**src/rtl/mult_prod_accumulator.sv**
```systemverilog
// Frame accumulator behind the 4x4 array multiplier: sums products into frames and emits them on a valid/ready output.
// Optional saturation with a per-frame overflow flag is enabled by defining ACC_SAT_EN.
module mult_prod_accumulator #(
  parameter int PROD_W    = 8,
  parameter int ACC_W     = 12,
  parameter int FRAME_LEN = 4,
  parameter int CNT_W     = 3
) (
  input  logic              clk,
  input  logic              rst_n,
  input  logic              in_valid,
  output logic              in_ready,
  input  logic [PROD_W-1:0] in_prod,
  input  logic              in_last,
  output logic              out_valid,
  input  logic              out_ready,
  output logic [ACC_W-1:0]  out_sum,
  output logic [CNT_W-1:0]  out_count,
  output logic              out_ovf
);

  typedef enum logic {ACCUM = 1'b0, HOLD = 1'b1} state_t;

  state_t            state_reg, state_next;
  logic [ACC_W-1:0]  acc_reg, acc_next;
  logic [CNT_W-1:0]  cnt_reg, cnt_next;
  logic              out_valid_reg, out_valid_next;
  logic [ACC_W-1:0]  out_sum_reg, out_sum_next;
  logic [CNT_W-1:0]  out_count_reg, out_count_next;

  logic [ACC_W-1:0]  prod_ext;
  logic [ACC_W-1:0]  add_res;
  logic              in_fire;
  logic              closing;

  // Zero-extend the product to accumulator width.
  genvar gi;
  generate
    for (gi = 0; gi < ACC_W; gi++) begin : g_ext
      if (gi < PROD_W) begin : g_bit
        assign prod_ext[gi] = in_prod[gi];
      end else begin : g_zero
        assign prod_ext[gi] = 1'b0;
      end
    end
  endgenerate

`ifdef ACC_SAT_EN
  logic [ACC_W:0] sum_wide;
  logic           carry;
  logic           sticky_reg, sticky_next;
  logic           ovf_reg, ovf_next;

  assign sum_wide = {1'b0, acc_reg} + {1'b0, prod_ext};
  assign carry    = sum_wide[ACC_W];
  assign add_res  = carry ? {ACC_W{1'b1}} : sum_wide[ACC_W-1:0];
  assign out_ovf  = ovf_reg;
`else
  assign add_res  = acc_reg + prod_ext;
  assign out_ovf  = 1'b0;
`endif

  // Ready depends on the state register alone, never on out_ready.
  assign in_ready  = (state_reg == ACCUM);
  assign in_fire   = in_valid & in_ready;
  assign closing   = in_last | (cnt_reg == CNT_W'(FRAME_LEN - 1));

  assign out_valid = out_valid_reg;
  assign out_sum   = out_sum_reg;
  assign out_count = out_count_reg;

  always_comb begin
    state_next     = state_reg;
    acc_next       = acc_reg;
    cnt_next       = cnt_reg;
    out_valid_next = out_valid_reg;
    out_sum_next   = out_sum_reg;
    out_count_next = out_count_reg;
`ifdef ACC_SAT_EN
    sticky_next    = sticky_reg;
    ovf_next       = ovf_reg;
`endif
    case (state_reg)
      ACCUM: begin
        if (in_fire) begin
          if (closing) begin
            out_sum_next   = add_res;
            out_count_next = cnt_reg + CNT_W'(1);
            out_valid_next = 1'b1;
            acc_next       = '0;
            cnt_next       = '0;
            state_next     = HOLD;
`ifdef ACC_SAT_EN
            ovf_next       = sticky_reg | carry;
            sticky_next    = 1'b0;
`endif
          end else begin
            acc_next = add_res;
            cnt_next = cnt_reg + CNT_W'(1);
`ifdef ACC_SAT_EN
            sticky_next = sticky_reg | carry;
`endif
          end
        end
      end
      HOLD: begin
        if (out_valid_reg && out_ready) begin
          out_valid_next = 1'b0;
          state_next     = ACCUM;
`ifdef ACC_SAT_EN
          ovf_next       = 1'b0;
`endif
        end
      end
      default: state_next = ACCUM;
    endcase
  end

  always_ff @(posedge clk or negedge rst_n) begin
    if (!rst_n) begin
      state_reg     <= ACCUM;
      acc_reg       <= '0;
      cnt_reg       <= '0;
      out_valid_reg <= 1'b0;
      out_sum_reg   <= '0;
      out_count_reg <= '0;
`ifdef ACC_SAT_EN
      sticky_reg    <= 1'b0;
      ovf_reg       <= 1'b0;
`endif
    end else begin
      state_reg     <= state_next;
      acc_reg       <= acc_next;
      cnt_reg       <= cnt_next;
      out_valid_reg <= out_valid_next;
      out_sum_reg   <= out_sum_next;
      out_count_reg <= out_count_next;
`ifdef ACC_SAT_EN
      sticky_reg    <= sticky_next;
      ovf_reg       <= ovf_next;
`endif
    end
  end

endmodule
```
**config.mk**
```make
export PLATFORM = sky130hd
export DESIGN_NAME = mult_prod_accumulator
export DESIGN_NICKNAME = d
export VERILOG_FILES = /design/src/rtl/mult_prod_accumulator.sv
export SDC_FILE = /design/constraint.sdc
export NUM_CORES = 1
export LEC_CHECK = 0
export CAP_MARGIN = 25
export CORE_MARGIN = 2
export CORE_UTILIZATION = 25
export DETAILED_ROUTE_END_ITERATION = 8
export PLACE_DENSITY = 0.54
export REMOVE_ABC_BUFFERS = 1
export SYNTH_ARGS = -nofsm -noshare
export SYNTH_HDL_FRONTEND = slang
export SYNTH_SLANG_ARGS = --single-unit
```
**constraint.sdc**
```tcl
create_clock -name clk -period 3.5 [get_ports clk]
set_input_delay 0.875 -clock clk [delete_from_list [all_inputs] [get_ports clk]]
set_output_delay 0.875 -clock clk [all_outputs]
set_load 0.02 [all_outputs]
```
==> metrics.md, run 1 <==
| Metric | Value |
|---|---|
| Vias in the first global route | 1315 |
| Area of the core | 6720 um^2 |
| I/O pin cnt | 31 |
| Tmin final | 2.69 ns |
| Register Area | 801 um^2 |
| Xor and xnor fraction of the mapped netlist area | 5.10% |
| Largest net degree at the start of global routing | 33 |
| Iter 0 DRT Violations | 35 |
| Die height | 86.9 um |
| Placement Cell Area | 2090 um^2 |
| Port bufs | 29 |
| Number of buffers created by CTS | 5 |
| Adder-cell area share of the yosys netlist | 8.45% |
| Synth-to-layout area growth | 27.0% |
| Post-CTS sizing | 0 |
| Arrival @ worst endpoint | 2.86 ns |
| Global-route wire length before repair | 6280 um |
| Dominant cells by area after synthesis | dfrtp_1 (47%), ha_1 (7.3%), mux2_2 (5.2%), nand2_1 (5.0%), a22o_1 (4.1%) |
| H-tree levels | 2 |
| Setup repair bufs after CTS | 0 |
| Synth area leader | dfrtp_1 |
| Largest family of logic cells by synthesized area | compound AO/OA/AOI/OAI gates |
| Vias post-DR | 1281 |
| Mapped Cells | 158 |
| Total negative slack | 0 ns |
| Yosys cell types | 36 |
| Most frequent cells in the layout | dfrtp_1 (32), clkdlybuf4s50_1 (29), nand2_1 (23) |
| Power Density | 832 nW/um^2 |
| Area fraction of the dominant cell type after synthesis | 46.6% |
| Slew at the pin closest to its max-slew limit | 0.806 ns |
| Max-Cap Viols | 0 |
| Grt ovf | 0 |
| Most common cell after layout, fill and taps aside | dfrtp_1 |
| Post-route design area | 2180 um^2 |
| # fillers | 681 |
| Final ANT Viol Nets | 0 |
| Synth Area in Compound Gates | 21.9% |
| Nets | 213 |
| Register bit total from synthesis | 32 |
| # rows | 30 |
| Slew HR | 46.3% |
| Ys Warns | 0 |
| Fin crit share | 76.9% |
| Post-synthesis mux area share | 5.24% |
| Fmax achieved | 0.372 GHz |
| Crit-path max FO | 3 |
| Post-synthesis sequential area ratio | 46.6% |
| Pins Over Slew Limit | 0 |
| Die width | 86.9 um |
| Die footprint | 7550 um^2 |
| RSZ-0062 raised after global routing | false |
| Status | finished clean |
| Clock root buffer | clkbuf_8 |
| CP Launch Type | input port |
| Worst min-delay path category | flip-flop to flip-flop |
| CTS Sinks | 32 |
| Hold_buf cts | 0 |
| Via density | 4.74 |
| Synth Area per Inst | 10.9 um^2 |
| CTS tree | built |
| Worst skew pair latency | 0.28 ns |
| Worst-case clock buffer depth | 2 |
| Simple-gate area share of the yosys netlist | 9.54% |
| Multi-input gate area | 867 um^2 |
| Drt drc | 0 |
| Max VDD drop | 343 uV |
| Setup Skew | 0.00207 ns |
| Layout cell share with drive strength beyond 1 | 15.3% |
| Cell leakage power | 0.946 nW |
| Post-DR wirelength/cell | 13.5 um |
| Worst Path Class, Setup | input port to flip-flop |
| Initial Util | 25.6% |
| Setup Viol. Count Final | 0 |
| WL final | 3640 um |
| Fin. Hold Viols | 0 |
| Mapped Area | 1720 um^2 |
| Ant diodes | 0 |
| Register clock-pin slew on the reported worst setup and hold paths | 0.06 ns |
| Total GRT Usage | 10.7% |
| RD Place Congestion | 0.740 |
| Hpwl dp | 2610 um |
| Initial antenna violation count | 0 |
| Critical Path RT | 3.67 ns |
| Crit. End Element | flip-flop |
| Initial DRT Pass Iterations | 4 |
area by class of cell:
class,instances,area share (%)
clock buffers,8,4.13
flip-flops and latches,32,36.7
repair buffers,32,14.3
well taps,80,4.59
multi-input cells,115,39.7
inverters,3,0.516
cells in the mapped netlist (all sizes together):
library cell	count
o211ai	4
fa	1
o311ai	1
nand2b	1
nand4	3
clkbuf	5
o21ai	16
o22ai	1
conb	1
buf	3
nor2	4
ha	10
a21o	4
dfrtp	32
a21oi	8
xnor2	8
a31oi	3
and2b	1
xor2	2
nor3	1
o21a	1
or3	1
a211oi	2
inv	3
nand2	23
a22o	10
and3	1
mux2	8
per-layer routing:
layer,vias up,GRT usage (%),wire [um]
met3,6,2.84,160
met1,622,13.2,1660
li1,628,-,-
met2,25,17.6,1760
met5,-,0,0
met4,0,4.26,59
worst paths after layout:
path	slack [ns]	start	depth (start not counted)	end
worst max-delay path	0.81	in_prod[0]	7	out_sum[6]$_DFFE_PN0P_
worst min-delay path	0.48	out_sum[11]$_DFFE_PN0P_	2	out_sum[11]$_DFFE_PN0P_
worst max register to register	1.46	cnt_reg[0]$_DFFE_PN0P_	4	out_sum[6]$_DFFE_PN0P_
worst min register to register	0.48	out_sum[11]$_DFFE_PN0P_	2	out_sum[11]$_DFFE_PN0P_
max in group asynchronous	2.21	rst_n	2	acc_reg[5]$_DFFE_PN0P_
min in group asynchronous	0.99	rst_n	2	out_count[1]$_DFFE_PN0P_
cells by family (layout without fill, tap and decap cells):
logic type	count (synthesis)	in the layout
compound gates	50	50
flops	32	32
other cells	1	1
fa+ha+maj	11	11
simple gates	35	35
buf+inv	11	43
mux	8	8
xor+xnor	10	10
where the power goes:
part | internal [mW] | leakage [nW] | switching [mW]
clock | 0.160 | 0.0455 | 0.134
sequential | 0.513 | 0.413 | 0.0930
combinational | 0.442 | 0.488 | 0.473
critical path: stages:
cell and delay [ns]:
clkdlybuf4s50_1 0.42, ha_1 0.25, fa_1 0.44, a211oi_1 0.31, o21a_2 0.21, xnor2_1 0.08
mux2_2 0.27
metrics by stage:
stage               hold slack, ns  worst slack (ns)  total power, mW  std cells  util [%]
finish                       0.483             0.808             1.82        270      32.5
CTS                          0.491             0.784             1.85        270      32.5
global route                 0.507             0.712             1.96        270      32.5
global placement             0.467             0.522             1.53        262      31.1
floorplan                    0.454              1.05             1.22        150         -
detailed placement           0.475             0.483             1.54        262      31.1
(Power assumes the default switching activity.)
==> run 2, diff against run 1 <==
Settings changed: PLACE_DENSITY 0.54 to 0.56.
Clock period 3.5 ns to 2.3 ns, I/O delays scaled along.
==> run 2 against run 1 <==
Compared with the run above:
- via count is 4.8% higher
- largest power group unchanged
- register-to-register slack lost 1.0 ns
- largest cell class unchanged
- critical path depth increased by 1
- critical endpoint is now out_sum[4]$_DFFE_PN0P_
- sequential share of layout area shrank 2.5 points
==> metrics.md, run 2 (same netlist as run 1, synthesis figures left out) <==
| Metric | Value |
|---|---|
| CP Launch Type | input port |
| CTS tree | built |
| Worst slack at placement | -0.388 ns (-0.870 ns) |
| Nets | 232 (+8.9%) |
| Setup Viol. Count Final | 0 (unchanged) |
| Max-Cap Viols | 0 (unchanged) |
| Worst Path Class, Setup | input port to flip-flop |
| Initial DRT Pass Iterations | 4 (unchanged) |
| Tmin final | 2.21 ns |
| Pins Over Slew Limit | 0 (unchanged) |
| Ant diodes | 0 (unchanged) |
| Via density | 4.64 (-2.1%) |
| Psw | 1.12 mW (+60%) |
| Setup Skew | 0.00433 ns (+0.00226 ns) |
| Sequential power share | 31.3% (-2.1 points) |
| Grt ovf | 0 (unchanged) |
| CTS Sinks | 32 (unchanged) |
| Vias in the first global route | 1367 (+4.0%) |
| Final WS setup | 0.0911 ns (-0.717 ns) |
| Arrival @ worst endpoint | 2.38 ns (-0.48 ns) |
| Most frequent cells in the layout | dfrtp_1 (32), clkdlybuf4s50_1 (29), nand2_1 (23) |
| I/O pin cnt | 31 (unchanged) |
| Number of buffers created by CTS | 5 (unchanged) |
| Fin crit share | 96.0% |
| Final ANT Viol Nets | 0 (unchanged) |
| Worst-case clock buffer depth | 2 (unchanged) |
| RD Place Congestion | 0.803 (+8.4%) |
| Worst min-delay path category | flip-flop to flip-flop |
| WL final | 3780 um (+3.9%) |
| Crit-path max FO | 2 (-1) |
| Post-DR wirelength/cell | 13.1 um (-3.0%) |
| Cell leakage power | 1.04 nW (+10%) |
| Power Total | 2.96 mW (+63%) |
| Fmax achieved | 0.453 GHz |
| Total GRT Usage | 11.3% (+0.64 points) |
| Max VDD drop | 541 uV (+58%) |
| Hold_ws | 0.480 ns (-0.00307 ns) |
| Largest net degree at the start of global routing | 33 (unchanged) |
| Power Density | 1260 nW/um^2 (+52%) |
| Fin. Hold Viols | 0 (unchanged) |
| Clock power share | 15.4% (-0.8 points) |
| Iter 0 DRT Violations | 44 (+26%) |
| Die width | 86.9 um (unchanged) |
| # rows | 30 (unchanged) |
| Critical Path RT | 2.47 ns (-1.20 ns) |
| Initial Util | 25.6% (unchanged) |
| Status | finished clean |
| Hpwl dp | 2810 um (+7.6%) |
| Die height | 86.9 um (unchanged) |
| Port bufs | 29 (unchanged) |
| Most common cell after layout, fill and taps aside | dfrtp_1 |
| Switching Share | 38.0% (-0.58 points) |
| Logic gate share of total power | 53.3% (+2.9 points) |
| Worst skew pair latency | 0.28 ns (about the same) |
| RSZ-0062 raised after global routing | false |
| Clock root buffer | clkbuf_8 |
| Area of the core | 6720 um^2 (unchanged) |
| Drt drc | 0 (unchanged) |
| Die footprint | 7550 um^2 (unchanged) |
| Crit. End Element | flip-flop |
| Cell-internal power | 1.83 mW (+64%) |
| Vias post-DR | 1342 (+4.8%) |
| Register clock-pin slew on the reported worst setup and hold paths | 0.07 ns (about the same) |
| Global-route wire length before repair | 6600 um (+5.2%) |
| Initial antenna violation count | 0 (unchanged) |
| H-tree levels | 2 (unchanged) |
| Synth-to-layout area growth | 36.3% |
| Layout cell share with drive strength beyond 1 | 25.8% (+11 points) |
[run 2: routing by layer]
layer / global-route usage, % / part of all wire (%)
met5: 0 / 0
met4: 4.55 / 1.5
met3: 3.22 / 5.2
met2: 17.3 / 47
met1: 14.9 / 47
[run 2: cell type report]
class                   count  area (um^2)
fillers                   679         4380
multi-input cells         115          881
flip-flops and latches     32          801
repair buffers             51          455
well taps                  80          100
clock buffers               6         82.6
inverters                   3         11.3
clock inverters             2         10.0
[run 2: power groups by stage]
| stage | registers, mW | clock network, mW | logic (mW) |
|---|---|---|---|
| floorplan | 1.06 | 0 | 0.798 |
| global placement | 0.936 | 0 | 1.55 |
| detailed placement | 0.938 | 0 | 1.57 |
| CTS | 0.930 | 0.475 | 1.60 |
| global route | 0.961 | 0.498 | 1.74 |
| finish | 0.926 | 0.455 | 1.58 |
[run 2: worst paths after layout]
kind	from	to	slack (ns)	depth (start not counted)
min reg2reg	out_sum[11]$_DFFE_PN0P_	out_sum[11]$_DFFE_PN0P_	0.48	2
max reg2reg	acc_reg[0]$_DFFE_PN0P_	out_sum[4]$_DFFE_PN0P_	0.42	7
max	in_prod[0]	out_sum[4]$_DFFE_PN0P_	0.09	8
min	out_sum[11]$_DFFE_PN0P_	out_sum[11]$_DFFE_PN0P_	0.48	2
min in group asynchronous	rst_n	acc_reg[10]$_DFFE_PN0P_	0.69	2
max in group asynchronous	rst_n	out_valid$_DFFE_PN0P_	1.31	2
[run 2: critical path: stages]
cell and delay (ns):
clkdlybuf4s50_1 0.41, ha_2 0.20, fa_2 0.36, buf_4 0.15
a21o_1 0.18, a21oi_2 0.15, xnor2_1 0.09, mux2_2 0.26
[run 2: repair_timing]
action,4_1_cts,5_1_grt
gates resized for setup,3,1
buffers inserted,0,0
hold buffers,0,0
pin swaps,0,1
setup endpoints to repair,6,2
endpoints found under the hold margin,0,0
[run 2: per-stage QoR]
step | std cells | setup TNS [ns] | cell area, um^2 | utilization, %
floorplan | 150 | 0 | 1680 | -
global placement | 281 | -2.51 | 2230 | 33.3
detailed placement | 281 | -3.08 | 2230 | 33.3
CTS | 289 | 0 | 2340 | 34.8
global route | 289 | 0 | 2340 | 34.8
finish | 289 | 0 | 2340 | 34.8
==> run 3, diff against run 2 <==
Settings changed: GPL_ROUTABILITY_DRIVEN set to 0.
==> results of run 3 <==
Final layout, timing and power as in run 2 (identical DEF).
